## src/rtl/piso_serializer.sv

```systemverilog
// piso_serializer: parallel-in serial-out transmitter for the serial word link.
// Accepts an N-bit word via valid/ready and shifts it out MSB first, one bit
// per non-stalled cycle. sout/sout_valid feed the receiver's serial input and
// enable.
// Optional feature macro: PISO_PARITY_EN appends an even-parity bit after the
// data bits. That bit then carries sout_last instead of the final data bit.
module piso_serializer #(
  parameter int unsigned N = 64
) (
  input  logic         clk,
  input  logic         rst,
  input  logic [N-1:0] data_in,
  input  logic         load_valid,
  output logic         load_ready,
  input  logic         stall,
  output logic         sout,
  output logic         sout_valid,
  output logic         sout_last,
  output logic         busy
);

  localparam int unsigned CW = $clog2(N) + 1;

`ifdef PISO_PARITY_EN
  typedef enum logic [1:0] {IDLE, SHIFT, PAR} state_e;
`else
  typedef enum logic [1:0] {IDLE, SHIFT} state_e;
`endif

  state_e         state_q, state_d;
  logic [N-1:0]   shreg_q, shreg_d;
  logic [CW-1:0]  cnt_q, cnt_d;
  logic           sout_q, sout_d;
  logic           sout_valid_q, sout_valid_d;
  logic           sout_last_q, sout_last_d;
  logic           busy_q, busy_d;
`ifdef PISO_PARITY_EN
  logic           par_q, par_d;
`endif

  // State and registered outputs; reset aborts any word in flight.
  always_ff @(posedge clk or posedge rst) begin
    if (rst) begin
      state_q      <= IDLE;
      shreg_q      <= '0;
      cnt_q        <= '0;
      sout_q       <= 1'b0;
      sout_valid_q <= 1'b0;
      sout_last_q  <= 1'b0;
      busy_q       <= 1'b0;
`ifdef PISO_PARITY_EN
      par_q        <= 1'b0;
`endif
    end else begin
      state_q      <= state_d;
      shreg_q      <= shreg_d;
      cnt_q        <= cnt_d;
      sout_q       <= sout_d;
      sout_valid_q <= sout_valid_d;
      sout_last_q  <= sout_last_d;
      busy_q       <= busy_d;
`ifdef PISO_PARITY_EN
      par_q        <= par_d;
`endif
    end
  end

  // Next-state decode: load in IDLE, shift one bit per non-stalled cycle.
  always_comb begin
    state_d      = state_q;
    shreg_d      = shreg_q;
    cnt_d        = cnt_q;
    sout_d       = sout_q;
    sout_valid_d = 1'b0;
    sout_last_d  = 1'b0;
`ifdef PISO_PARITY_EN
    par_d        = par_q;
`endif
    case (state_q)
      IDLE: begin
        if (load_valid) begin
          shreg_d = data_in;
          cnt_d   = '0;
          state_d = SHIFT;
`ifdef PISO_PARITY_EN
          par_d   = ^data_in;
`endif
        end
      end
      SHIFT: begin
        if (!stall) begin
          sout_d       = shreg_q[N-1];
          sout_valid_d = 1'b1;
          shreg_d      = {shreg_q[N-2:0], 1'b0};
          cnt_d        = cnt_q + CW'(1);
          if (cnt_q == CW'(N - 1)) begin
`ifdef PISO_PARITY_EN
            state_d     = PAR;
`else
            sout_last_d = 1'b1;
            state_d     = IDLE;
`endif
          end
        end
      end
`ifdef PISO_PARITY_EN
      PAR: begin
        if (!stall) begin
          sout_d       = par_q;
          sout_valid_d = 1'b1;
          sout_last_d  = 1'b1;
          state_d      = IDLE;
        end
      end
`endif
      default: state_d = IDLE;
    endcase
    // The state returns to IDLE at the same edge that emits the final bit.
    // busy therefore also covers that final valid bit.
    busy_d = (state_d != IDLE) | sout_valid_d;
  end

  assign load_ready = (state_q == IDLE);
  assign sout       = sout_q;
  assign sout_valid = sout_valid_q;
  assign sout_last  = sout_last_q;
  assign busy       = busy_q;

endmodule

```

## config.mk

```make
export PLATFORM = sky130hd
export DESIGN_NAME = piso_serializer
export DESIGN_NICKNAME = d
export VERILOG_FILES = /design/src/rtl/piso_serializer.sv
export SDC_FILE = /design/constraint.sdc
export NUM_CORES = 1
export LEC_CHECK = 0
export CORE_ASPECT_RATIO = 0.9
export CORE_MARGIN = 2
export CORE_UTILIZATION = 40
export DETAILED_ROUTE_END_ITERATION = 8
export GPL_ROUTABILITY_DRIVEN = 0
export GPL_TIMING_DRIVEN = 0
export MAX_ROUTING_LAYER = met4
export PLACE_DENSITY = 0.61
export SYNTH_ARGS = -nofsm -noshare
export SYNTH_HDL_FRONTEND = slang
export SYNTH_SLANG_ARGS = --single-unit
export TNS_END_PERCENT = 20
```

## constraint.sdc

```tcl
create_clock -name clk -period 2.9 [get_ports clk]
set_input_delay 0.58 -clock clk [delete_from_list [all_inputs] [get_ports clk]]
set_output_delay 0.58 -clock clk [all_outputs]
set_load 0.03 [all_outputs]
```

==> impl_metrics.py <==
metrics = {
    "worst_setup_path": {
        "crit_fanout": 10,
        "cp_slowest_cell": "clkdlybuf4s50_1",
        "crit_type": "in -> reg",
        "worstPathCellList": "clkdlybuf4s50_1 -> nand2b_1 -> a21oi_1 -> buf_2 -> buf_4 -> mux2_2",
        "r2r_slack_ps": 960,
        "cp.required_ps": 3120,
        "timing.rr.end": "shreg_q[37]",
        "cp.arrival_ps": 2500,
        "r2r-start": "state_q[0]",
        "cpPeakStageDelay_ps": 550,
        "r2r.worst_path.cells": 5,
        "startpoint": "stall",
        "cp-start-kind": "input pin",
        "end_kind": "flip-flop",
    },
    "sta": {
        "slew_headroom_pct": 59.1,
        "finalClockSkew_ps": 9.44,
        "grt_setup_unrepaired": "no",
        "tightest_slew_ps": 598,
        "setup_viol": 0,
        "timing.final.crit_period_ps": 2280,
        "max_freq_ghz": 0.439,
        "maxSlewViolCount": 0,
        "worst_slack_ps": 623,
        "final_hold_viol_count": 0,
        "hold_ws_ps": 503,
        "finalCritPeriodShare_pct": 78.5,
    },
    "grt": {
        "grt_pass1_wl_mm": 11.3,
        "grt_antenna_before_repair": 0,
        "grt-ovfl-total": 0,
        "grt_pass1_vias": 2403,
        "grt_max_degree": 64,
        "grt_usage_pct": 14.7,
    },
    "clocking": {
        "hold_buffers": 0,
        "cts_htree_levels": 3,
        "postCtsSetupRepairBufs": 0,
        "cts_root_buf": "clkbuf_8",
        "cts_tree": "done",
        "max-clock-path-buffers": 2,
        "post_cts_resized": 0,
        "cts.sinks": 77,
        "cts.clk_slew.worst_paths_ps": 80,
        "clock_latency_ps": 350,
        "numCtsBuffers": 9,
    },
    "logic_synthesis": {
        "synth_area_um2": 3730,
        "seq_area_frac_synth_pct": 51.7,
        "synth.ff_latch_count": 77,
        "syn_nets": 334,
        "syn-instance-count": 265,
        "syn_area_per_cell_um2": 14.1,
        "ys_types": 24,
        "yosys_warnings": 0,
    },
    "route": {
        "postRouteWirelength_mm": 6.65,
        "drtIter0Drc": 44,
        "antenna_left": 0,
        "drc": 0,
        "wl_per_cell_um": 14.0,
        "via_per_inst": 4.86,
        "dr.pass1.iters": 4,
        "vias": 2314,
    },
    "power_and_ir_drop": {
        "p_leak_nw": 1.98,
        "power.density_nw_per_um2": 615,
        "ir_drop_mv": 0.358,
        "finalPower_mw": 2.97,
    },
    "die": {
        "start_util_pct": 41.0,
        "io_pins": 73,
        "fp.coreArea_um2": 9080,
        "dieHeight_um": 95.6,
        "num_rows": 33,
        "die_area_um2": 10100,
        "die_x_um": 106,
    },
    "run": {
        "max_cap_violations": 0,
    },
    "status": {
        "status": "completed",
    },
    "placement": {
        "dp_hpwl_mm": 4.61,
        "place_ws_ps": 228,
        "io_buffers": 72,
        "dp_cells": 460,
    },
    "worst_hold_path": {
        "hold_path.class": "in -> async",
    },
    "finish": {
        "antenna_cells": 0,
        "drive_above_1_share_pct": 45.8,
        "fin_cells": 476,
        "nets": 418,
        "area_growth_pct": 29.6,
    },
}
[layer usage]
metal	vias up	routed length [um]	track usage, %
met5	-	0	-
met4	0	46	3.29
met3	5	364	4.78
met2	62	2990	22.7
met1	1122	3250	19.1
li1	1125	-	-
[cell usage in the layout, fill, tap and decap left out, types with 2 or more instances in the layout]
| master | synthesis | layout |
|---|---|---|
| clkdlybuf4s50_1 | 0 | 72 |
| buf_4 | 4 | 4 |
| nand2b_1 | 5 | 5 |
| nand3_1 | 3 | 3 |
| a21oi_1 | 4 | 4 |
| o21ai_0 | 2 | 2 |
| clkinv_4 | 0 | 2 |
| mux2_2 | 128 | 128 |
| o31ai_1 | 2 | 2 |
| a2111oi_0 | 2 | 2 |
| nor3b_1 | 2 | 2 |
| nor2_1 | 4 | 4 |
| dfrtp_1 | 77 | 77 |
| inv_1 | 3 | 2 |
| or4_1 | 2 | 2 |
| nand2_1 | 6 | 6 |
| mux2i_1 | 2 | 2 |
| buf_2 | 11 | 11 |
| clkbuf_8 | 0 | 10 |
[cell families (layout without fill, tap and decap cells)]
family,count (synthesis),count (layout),synth area share (%)
fa+ha+maj,1,1,0.336
other cells,1,1,0.101
xor+xnor,1,1,0.235
simple gates,26,26,3.89
flops,77,77,51.7
compound gates,10,10,1.68
mux,130,130,39.2
buf+inv,19,108,2.89
[cell type report]
type / instances / area (um2)
fill: 824 / 4250
clock buffer: 11 / 141
inverter: 3 / 13.8
buffer: 16 / 96.3
multi-input combinational: 169 / 1690
sequential: 77 / 1930
clock inverter: 5 / 60.1
timing repair buffer: 73 / 748
tap: 122 / 153
[metrics by stage]
step / setup TNS (ps) / util [%] / cell area, um2
after detailed placement: 0 / 51.0 / 4630
final: 0 / 53.2 / 4830
after global placement: -83580 / 50.7 / 4600
after CTS: 0 / 53.2 / 4830
after floorplan: 0 / - / 3730
after global routing: 0 / 53.2 / 4830
[worst max-delay path, delay by kind of cell]
| family | cells | cell delay, ps |
|---|---|---|
| and+or+nand+nor | 1 | 240 |
| buffers and inverters | 3 | 1080 |
| muxes | 1 | 350 |
| AOI/OAI and AO/OA | 1 | 240 |
[report_power, final]
| group | total (mW) | switching [mW] | internal (mW) |
|---|---|---|---|
| clock network | 0.816 | 0.393 | 0.423 |
| logic | 0.664 | 0.222 | 0.442 |
| registers | 1.49 | 0.139 | 1.36 |
[worst max-delay path by stage]
stage | slack [ps] | depth (start not counted) | end
after global placement | -1090 | 2 | busy
after CTS | 590 | 6 | shreg_q[37]
final | 620 | 6 | shreg_q[37]
after floorplan | 350 | 1 | busy
after detailed placement | 230 | 6 | shreg_q[37]
after global routing | 530 | 6 | shreg_q[37]
[state kept, by name, summed over array words and instances (netlist names)]
name / cells
cnt_q: 7
sout_last: 1
busy: 1
sout_valid: 1
sout: 1
shreg_q: 64
state_q: 2
[cell usage after synthesis]
library cell | number | area share, %
ha_1 | 1 | 0.34
buf_4 | 4 | 0.81
inv_1 | 3 | 0.30
a2111oi_0 | 2 | 0.47
mux2i_1 | 2 | 0.54
conb_1 | 1 | 0.10
nor3b_1 | 2 | 0.40
buf_2 | 11 | 1.5
nand2_1 | 6 | 0.60
o21ai_0 | 2 | 0.27
nand2b_1 | 5 | 0.84
dfrtp_1 | 77 | 52
o31ai_1 | 2 | 0.40
or3b_2 | 1 | 0.23
nand3_1 | 3 | 0.40
buf_6 | 1 | 0.30
nor4bb_1 | 1 | 0.27
nor4_1 | 1 | 0.17
mux2_2 | 128 | 39
nor2_1 | 4 | 0.40
xnor2_1 | 1 | 0.23
a21oi_1 | 4 | 0.54
or4_1 | 2 | 0.40
nor2b_1 | 1 | 0.17
Note: power is estimated with default switching activity, not from simulation.
